$ cat src/rtl/operand_entry_if.sv
// Key-stream and display bus between the key scanner, operand_entry and the display mux.
interface operand_entry_if;
  logic       key_valid;
  logic [3:0] key_code;
  logic [3:0] hex0char_A;
  logic [3:0] hex1char_A;
  logic [3:0] hex2char_A;
  logic [3:0] bcdneg_A;
  logic [3:0] hex0char_B;
  logic [3:0] hex1char_B;
  logic [3:0] hex2char_B;
  logic [3:0] bcdneg_B;
  logic [1:0] display_select;
  logic       operands_valid;
  logic [1:0] entry_state;

  modport master (
    output key_valid, key_code,
    input  hex0char_A, hex1char_A, hex2char_A, bcdneg_A,
    input  hex0char_B, hex1char_B, hex2char_B, bcdneg_B,
    input  display_select, operands_valid, entry_state
  );

  modport slave (
    input  key_valid, key_code,
    output hex0char_A, hex1char_A, hex2char_A, bcdneg_A,
    output hex0char_B, hex1char_B, hex2char_B, bcdneg_B,
    output display_select, operands_valid, entry_state
  );
endinterface

$ cat src/rtl/operand_entry.sv
// Keypad operand entry: builds two signed 3-digit BCD operands and flags a complete pair.
// Optional inactivity auto-clear is built when ENTRY_TIMEOUT_EN is defined.
module operand_entry #(
  parameter logic [3:0]  NEG_CODE       = 4'hA,
  parameter logic [3:0]  BLANK_CODE     = 4'hF,
  parameter int unsigned TIMEOUT_CYCLES = 50_000_000
) (
  input  logic           clk,
  input  logic           rst_n,
  operand_entry_if.slave bus
);

  typedef enum logic [1:0] {
    ST_ENTER_A = 2'b00,
    ST_ENTER_B = 2'b01,
    ST_READY   = 2'b10,
    ST_ERROR   = 2'b11
  } state_e;

  localparam logic [3:0] KEY_SIGN  = 4'd10;
  localparam logic [3:0] KEY_CLEAR = 4'd11;
  localparam logic [3:0] KEY_ENTER = 4'd12;
  localparam logic [3:0] KEY_DIG_MAX = 4'd9;

  if (TIMEOUT_CYCLES < 2) begin : g_bad_timeout
    $error("operand_entry: TIMEOUT_CYCLES must be at least 2");
  end

  state_e          r_state, w_state_nxt;
  logic [2:0][3:0] r_a, w_a_nxt;
  logic [2:0][3:0] r_b, w_b_nxt;
  logic [3:0]      r_sign_a, w_sign_a_nxt;
  logic [3:0]      r_sign_b, w_sign_b_nxt;
  logic            r_valid, w_valid_nxt;
  logic [1:0]      r_disp, w_disp_nxt;
  logic            w_timeout;

`ifdef ENTRY_TIMEOUT_EN
  localparam int unsigned TMO_W = (TIMEOUT_CYCLES > 2) ? $clog2(TIMEOUT_CYCLES) : 1;

  logic [TMO_W-1:0] r_tmo;
  logic             w_entering;

  assign w_entering = (r_state == ST_ENTER_A) || (r_state == ST_ENTER_B);
  // A simultaneous key takes priority over the timeout.
  assign w_timeout  = w_entering && !bus.key_valid && (r_tmo == TMO_W'(TIMEOUT_CYCLES - 1));

  always_ff @(posedge clk or negedge rst_n) begin
    if (!rst_n) begin
      r_tmo <= '0;
    end else if (!w_entering || bus.key_valid || w_timeout || (w_state_nxt != r_state)) begin
      r_tmo <= '0;
    end else begin
      r_tmo <= r_tmo + TMO_W'(1);
    end
  end
`else
  assign w_timeout = 1'b0;
`endif

  // State and operand registers.
  always_ff @(posedge clk or negedge rst_n) begin
    if (!rst_n) begin
      r_state  <= ST_ENTER_A;
      r_a      <= '0;
      r_b      <= '0;
      r_sign_a <= BLANK_CODE;
      r_sign_b <= BLANK_CODE;
      r_valid  <= 1'b0;
      r_disp   <= 2'b00;
    end else begin
      r_state  <= w_state_nxt;
      r_a      <= w_a_nxt;
      r_b      <= w_b_nxt;
      r_sign_a <= w_sign_a_nxt;
      r_sign_b <= w_sign_b_nxt;
      r_valid  <= w_valid_nxt;
      r_disp   <= w_disp_nxt;
    end
  end

  // Key decode, next state and next operand values.
  always_comb begin
    w_state_nxt  = r_state;
    w_a_nxt      = r_a;
    w_b_nxt      = r_b;
    w_sign_a_nxt = r_sign_a;
    w_sign_b_nxt = r_sign_b;
    w_valid_nxt  = 1'b0;
    w_disp_nxt   = 2'b00;

    if (bus.key_valid) begin
      if (bus.key_code == KEY_CLEAR) begin
        w_state_nxt  = ST_ENTER_A;
        w_a_nxt      = '0;
        w_b_nxt      = '0;
        w_sign_a_nxt = BLANK_CODE;
        w_sign_b_nxt = BLANK_CODE;
      end else begin
        case (r_state)
          ST_ENTER_A: begin
            if (bus.key_code <= KEY_DIG_MAX) begin
              // A non-zero hundreds digit means the operand is full.
              if (r_a[2] == 4'd0) w_a_nxt = {r_a[1], r_a[0], bus.key_code};
            end else if (bus.key_code == KEY_SIGN) begin
              w_sign_a_nxt = (r_sign_a == NEG_CODE) ? BLANK_CODE : NEG_CODE;
            end else if (bus.key_code == KEY_ENTER) begin
              w_state_nxt = ST_ENTER_B;
            end else begin
              w_state_nxt = ST_ERROR;
            end
          end
          ST_ENTER_B: begin
            if (bus.key_code <= KEY_DIG_MAX) begin
              if (r_b[2] == 4'd0) w_b_nxt = {r_b[1], r_b[0], bus.key_code};
            end else if (bus.key_code == KEY_SIGN) begin
              w_sign_b_nxt = (r_sign_b == NEG_CODE) ? BLANK_CODE : NEG_CODE;
            end else if (bus.key_code == KEY_ENTER) begin
              w_state_nxt = ST_READY;
              w_valid_nxt = 1'b1;
            end else begin
              w_state_nxt = ST_ERROR;
            end
          end
          default: ;
        endcase
      end
    end else if (w_timeout) begin
      w_state_nxt  = ST_ENTER_A;
      w_a_nxt      = '0;
      w_b_nxt      = '0;
      w_sign_a_nxt = BLANK_CODE;
      w_sign_b_nxt = BLANK_CODE;
    end

    // Display select is registered alongside the state so both change together.
    case (w_state_nxt)
      ST_ENTER_B: w_disp_nxt = 2'b01;
      ST_ERROR:   w_disp_nxt = 2'b10;
      default:    w_disp_nxt = 2'b00;
    endcase
  end

  assign bus.hex0char_A     = r_a[0];
  assign bus.hex1char_A     = r_a[1];
  assign bus.hex2char_A     = r_a[2];
  assign bus.bcdneg_A       = r_sign_a;
  assign bus.hex0char_B     = r_b[0];
  assign bus.hex1char_B     = r_b[1];
  assign bus.hex2char_B     = r_b[2];
  assign bus.bcdneg_B       = r_sign_b;
  assign bus.display_select = r_disp;
  assign bus.operands_valid = r_valid;
  assign bus.entry_state    = r_state;

endmodule

$ cat src/flat_wrapper.sv
// flat-port wrapper written by rule: the top's interface ports become plain ports
module operand_entry_flat 
#(
  parameter logic [3:0]  NEG_CODE       = 4'hA,
  parameter logic [3:0]  BLANK_CODE     = 4'hF,
  parameter int unsigned TIMEOUT_CYCLES = 50_000_000
)
  (clk, rst_n, bus_key_valid, bus_key_code, bus_hex0char_A, bus_hex1char_A, bus_hex2char_A, bus_bcdneg_A, bus_hex0char_B, bus_hex1char_B, bus_hex2char_B, bus_bcdneg_B, bus_display_select, bus_operands_valid, bus_entry_state);
  operand_entry_if bus_i ();
  input  logic clk;
  input  logic rst_n;
  input wire logic [$bits(bus_i.key_valid)-1:0] bus_key_valid;
  input wire logic [$bits(bus_i.key_code)-1:0] bus_key_code;
  output wire logic [$bits(bus_i.hex0char_A)-1:0] bus_hex0char_A;
  output wire logic [$bits(bus_i.hex1char_A)-1:0] bus_hex1char_A;
  output wire logic [$bits(bus_i.hex2char_A)-1:0] bus_hex2char_A;
  output wire logic [$bits(bus_i.bcdneg_A)-1:0] bus_bcdneg_A;
  output wire logic [$bits(bus_i.hex0char_B)-1:0] bus_hex0char_B;
  output wire logic [$bits(bus_i.hex1char_B)-1:0] bus_hex1char_B;
  output wire logic [$bits(bus_i.hex2char_B)-1:0] bus_hex2char_B;
  output wire logic [$bits(bus_i.bcdneg_B)-1:0] bus_bcdneg_B;
  output wire logic [$bits(bus_i.display_select)-1:0] bus_display_select;
  output wire logic [$bits(bus_i.operands_valid)-1:0] bus_operands_valid;
  output wire logic [$bits(bus_i.entry_state)-1:0] bus_entry_state;
  assign bus_i.key_valid = bus_key_valid;
  assign bus_i.key_code = bus_key_code;
  assign bus_hex0char_A = bus_i.hex0char_A;
  assign bus_hex1char_A = bus_i.hex1char_A;
  assign bus_hex2char_A = bus_i.hex2char_A;
  assign bus_bcdneg_A = bus_i.bcdneg_A;
  assign bus_hex0char_B = bus_i.hex0char_B;
  assign bus_hex1char_B = bus_i.hex1char_B;
  assign bus_hex2char_B = bus_i.hex2char_B;
  assign bus_bcdneg_B = bus_i.bcdneg_B;
  assign bus_display_select = bus_i.display_select;
  assign bus_operands_valid = bus_i.operands_valid;
  assign bus_entry_state = bus_i.entry_state;
  operand_entry #(.NEG_CODE(NEG_CODE), .BLANK_CODE(BLANK_CODE), .TIMEOUT_CYCLES(TIMEOUT_CYCLES)) u_core (.clk(clk), .rst_n(rst_n), .bus(bus_i));
endmodule
$ cat config.mk
export PLATFORM = sky130hd
export DESIGN_NAME = operand_entry_flat
export DESIGN_NICKNAME = d
export VERILOG_FILES = /design/src/rtl/operand_entry_if.sv /design/src/rtl/operand_entry.sv /design/src/flat_wrapper.sv
export SDC_FILE = /design/constraint.sdc
export NUM_CORES = 1
export LEC_CHECK = 0
export ABC_AREA = 1
export CAP_MARGIN = 15
export CORE_MARGIN = 4
export CORE_UTILIZATION = 32
export CTS_CLUSTER_SIZE = 20
export DETAILED_ROUTE_END_ITERATION = 7
export GPL_TIMING_DRIVEN = 0
export PLACE_DENSITY_LB_ADDON = 0.2
export REMOVE_ABC_BUFFERS = 1
export SLEW_MARGIN = 20
export SYNTH_ARGS = -nofsm -noshare
export SYNTH_HDL_FRONTEND = slang
export SYNTH_SLANG_ARGS = --single-unit
$ cat constraint.sdc
create_clock -name clk -period 1.7 [get_ports clk]
set_clock_uncertainty 0.1 [all_clocks]
set_input_delay 0.34 -clock clk [delete_from_list [all_inputs] [get_ports clk]]
set_output_delay 0.34 -clock clk [all_outputs]
set_load 0.01 [all_outputs]
# --- Yosys cells after proc, flatten, opt, wreduce, memory -nomap -nowiden ---
# Cells that the tools add are included.
op_classes:
  order_cmp: 1
  n_addsub: 0
  n_mux: 34
  shifts: 0
  n_mul: 0
  n_eq_ne: 9
  bitwise: 0
  div: 0
  n_reduce_logical: 13
ops:
  columns: ["cell", "n"]
  rows:
  - ["$mux W12", 8]
  - ["$mux W4", 8]
  - ["$eq A4 B4 Y1 const B", 5]
  - ["$reduce_and A4 Y1", 4]
  - ["$mux W2", 7]
  - ["$reduce_bool A2 Y1", 6]
  - ["$logic_not A4 Y1", 2]
  - ["$pmux W2 S2", 2]
  - ["$mux W1", 7]
  - ["$mux W3", 2]
  - ["$eq A2 B1 Y1 const B", 2]
  - ["$le A4 B4 Y1 const B", 1]
  - ["$eq A2 B2 Y1 const B", 1]
  - ["$logic_not A2 Y1", 1]
  - ["$ne A2 B1 Y1 const B", 1]
totals:
  latchBits: 0
  ramBits: 0
  word_cells: 68
  inputBits: 7
  rom_bits: 0
  ff_bits: 37
  out_inout_bits: 37
  mem_count: 0

# --- Depth between registers and ports, before layout ---
logic_depth:
  word_depth: 9
  ltp_mapped: 8
  mapped_depth_nobuf: 7

# --- Worst setup path after synthesis ---
# OpenSTA, ideal clock, no wires.
synth_path:
  path_type: "register -> register"
  start: "register u_core.r_state[1] (netlist: u_core.bus.entry_state[1])"
  end: "register u_core.r_a, in the netlist u_core.bus.hex2char_A[1]"
  required_ns: 1.482
  n_path_buf: 1
  path_slack_ns: 0.450
  path_stages_with_launch: 6
  arrival_ns: 1.032
  period_less_slack_ns: 1.250
  setup_ns: 0.118
  cell_sequence: "dfrtp_1 nor3_2 nand2_4 buf_6 nand3_1 nand2_1"
synth_via:
  elab_chain_cells: 3
synth_lines:
  columns: ["item", "line_no", "source"]
  rows:
  - ["start, declared", "operand_entry.sv:29", "state_e r_state, w_state_nxt;"]
  - ["start signal, assigned", "operand_entry.sv:72", "r_state <= w_state_nxt;"]
  - ["$logic_not A2 Y1", "operand_entry.sv:100", "case (r_state)"]
  - ["$reduce_bool A2 Y1 (no source line)", null, null]
  - ["$reduce_and A4 Y1 (no source line)", null, null]
  - ["end signal, assigned", "operand_entry.sv:73", "r_a <= w_a_nxt;"]
  - ["end, declared", "operand_entry.sv:30", "logic [2:0][3:0] r_a, w_a_nxt;"]
# No other way between the ends.
# A chain may end at the register's enable or synchronous reset.

# --- Worst setup path after layout ---
layout_path:
  start: "register u_core.r_b, in the netlist u_core.bus.hex0char_B[1]"
  end: "output port bus_hex0char_B[1]"
layout_rtl:
  columns: ["item", "line_no", "source"]
  rows:
  - ["start, declared", "operand_entry.sv:31", "logic [2:0][3:0] r_b, w_b_nxt;"]
  - ["start signal, assigned", "operand_entry.sv:74", "r_b <= w_b_nxt;"]
  - ["end, declared", "flat_wrapper.sv:18", "output wire logic [$bits(bus_i.hex0char_B)-1:0] bus_hex0char_B;"]
# No word-level cell between the ends.

==> results.json <==
{
  "syn_area_um2": 1530,
  "worstPathCellList": "clkdlybuf4s50_1",
  "grt_overflow": 0,
  "crit_fanout": 3,
  "cp.arrival_ns": 1.22,
  "path_delay_family": "buffers and inverters",
  "num_vias": 1272,
  "clk_latency_ns": 0.28,
  "clock_sinks": 31,
  "dr.pass1.iters": 4,
  "cts_tree": "yes",
  "fillerInstances": 454,
  "drive_gt1_frac": 0.120,
  "postSynthCellCount": 186,
  "cellLeakagePower_nw": 1.11,
  "initial_core_util": 0.341,
  "area_growth_pct": 33.1,
  "fp-row-count": 24,
  "path_buf_inv": 1,
  "grt_pass1_wl_mm": 5.75,
  "grt_max_degree": 32,
  "max-cap-violations": 0,
  "clock_path_buffers": 2,
  "tightestPinTransition_ns": 0.673,
  "synth.avg_cell_area_um2": 8.20,
  "hold_viol": 20,
  "crit_slowest_cell": "clkdlybuf4s50_1",
  "hold_slack_ns": -0.0124,
  "pwr_density_cell_nw_per_um2": 1460,
  "critPathKind": "register to output pin",
  "seq_area_um2": 778,
  "status": "complete, but fails checks",
  "gp_congestion": 0.733,
  "dieArea_um2": 5940,
  "synth.top_cell.area_share": 0.476,
  "dpl.hpwl_mm": 2.29,
  "period_share": 0.974,
  "cts_hold_buf": 0,
  "antenna_left": 0,
  "antenna_found_initial": 0,
  "grt_pass1_vias": 1271,
  "boundaryPins": 44,
  "synth_cell_types": 19,
  "dieHeight_um": 77.0,
  "core_um2": 4470,
  "drt_iter0_drc": 88,
  "fin_nets": 231,
  "setup_violations": 0,
  "vias_per_cell": 4.59,
  "wl_mm": 3.43,
  "place_area_um2": 1870,
  "wl_per_cell_um": 12.4,
  "cp-end-kind": "output pin",
  "cts-buffers-inserted": 5,
  "min_period_ns": 1.66,
  "multiInputGateArea_um2": 614,
  "root_buffer": "clkbuf_8",
  "violations": "hold timing",
  "drt_drc_violations_left": 0,
  "slew_violations": 0,
  "die_width_um": 77.0,
  "finish.instance_area_um2": 2030,
  "port_buffers": 39,
  "timing.fmax_mhz": 604,
  "crit_required_ns": 1.26,
  "clk_pin_slew_ns": 0.07,
  "yosysWarningCount": 0,
  "cp-start-kind": "register",
  "seq_area_frac_synth": 0.510,
  "max_stage_delay_ns": 0.56,
  "synth_top_area_cell": "dfrtp_1",
  "ys_top_cells_by_area": "dfrtp_1 48%, nand2_1 16%, nand3_1 9.2%, nor2_1 4.9%, buf_6 3.7%",
  "cts_max_level": 2,
  "vdd_ir_drop_max_mv": 0.604,
  "num_antenna_cells": 0,
  "slew_headroom": 0.551,
  "grt.total_usage": 0.119,
  "hold_class": "input port to async pin",
  "synth_seq_cells": 31,
  "power_w": 0.00296
}
[layout make-up]
| type | count | share of cell area |
|---|---|---|
| Inverter | 15 | 0.0302 |
| Tap cell | 52 | 0.0320 |
| Clock inverter | 2 | 0.0173 |
| Sequential cell | 31 | 0.383 |
| Multi-Input combinational cell | 131 | 0.303 |
| Clock buffer | 6 | 0.0407 |
| Timing Repair Buffer | 40 | 0.194 |
[stage by stage]
| stage | instances | worst slack (ns) | setup TNS [ns] | hold slack, ns | utilization |
|---|---|---|---|---|---|
| 4_1_cts | 276 | 0.0291 | 0 | 0.0169 | 0.447 |
| 3_3_place_gp | 267 | -0.872 | -32.93 | 0.379 | 0.418 |
| 2_1_floorplan | 176 | 0.140 | 0 | -0.0556 | - |
| 5_1_grt | 277 | -0.00688 | -0.0136 | 0.0488 | 0.454 |
| 3_5_place_dp | 267 | -0.865 | -20.70 | 0.326 | 0.417 |
| 6_report | 277 | 0.0448 | 0 | -0.0124 | 0.454 |
[worst paths after layout]
path                                      startpoint                  endpoint  slack [ns]  cells past startpoint
setup / recovery            u_core.bus.hex0char_B[1]         bus_hex0char_B[1]        0.04                      1
hold / removal                                 rst_n  u_core.bus.hex2char_A[1]       -0.01                      1
setup reg to reg           u_core.bus.entry_state[0]  u_core.bus.hex1char_A[2]        0.25                      6
hold reg to reg               u_core.bus.bcdneg_B[0]    u_core.bus.bcdneg_B[0]        0.40                      2
max in group asynchronous                      rst_n  u_core.bus.hex1char_A[2]        1.07                      1
min in group clk              u_core.bus.bcdneg_B[0]    u_core.bus.bcdneg_B[0]        0.40                      2
[synthesized netlist by cell type]
cell      n
nand3_1  28
buf_4     6
nand2_1  65
nor2_4    2
nand2_2   2
buf_6     5
nand2_4   3
inv_4     1
inv_1    12
nor3_1    1
dfstp_2   2
inv_2     2
nor2_1   20
nor3_2    1
buf_2     1
conb_1    1
o21ai_0   4
buf_8     1
dfrtp_1  29
[report_power, final]
part           internal [W]  switching, W
Combinational      0.000557      0.000488
Sequential         0.000986      0.000179
Clock              0.000474      0.000275
[layer usage]
layer | GRT usage | up-vias | wire [µm]
met5 | 0 | - | 0
met4 | 0.0427 | 0 | 40
met3 | 0.0445 | 5 | 224
met2 | 0.188 | 39 | 1560
met1 | 0.149 | 585 | 1600
li1 | - | 643 | -
[registers in the layout (all words and copies together) (netlist names), 2 cells and up]
signal and cells:
u_core.bus.hex0char_A 4, u_core.bus.hex0char_B 4, u_core.bus.hex1char_A 4, u_core.bus.hex1char_B 4, u_core.bus.hex2char_A 4, u_core.bus.hex2char_B 4, u_core.bus.display_select 2, u_core.bus.entry_state 2
[cell usage in the layout, fill, tap and decap left out, drive strengths merged]
| cell type | instances |
|---|---|
| conb | 4 |
| o21ai | 4 |
| clkinv | 1 |
| inv | 15 |
| nor3 | 2 |
| dfrtp | 29 |
| dlygate4sd2 | 5 |
| clkdlybuf4s50 | 30 |
| nor2 | 22 |
| clkbuf | 6 |
| dfstp | 2 |
| buf | 2 |
| nand3 | 29 |
| nand2 | 70 |
| dlymetal6s2s | 3 |
| bufinv | 1 |
[cells by family after synthesis]
group                  Yosys count  synth area share
AO/OA/AOI/OAI                    4            0.0131
other                            1           0.00246
flip-flops                      31             0.510
buffers and inverters           28             0.118
AND/OR/NAND/NOR                122             0.356
[what timing repair did]
| action | in CTS | in global routing |
|---|---|---|
| resized for setup | 9 | 6 |
| buffers inserted | 1 | 0 |
| endpoints found under the setup margin | 32 | 28 |
| pin swaps | 1 | 1 |
| gates cloned | 0 | 1 |
Power figures use the tool's default switching activity.
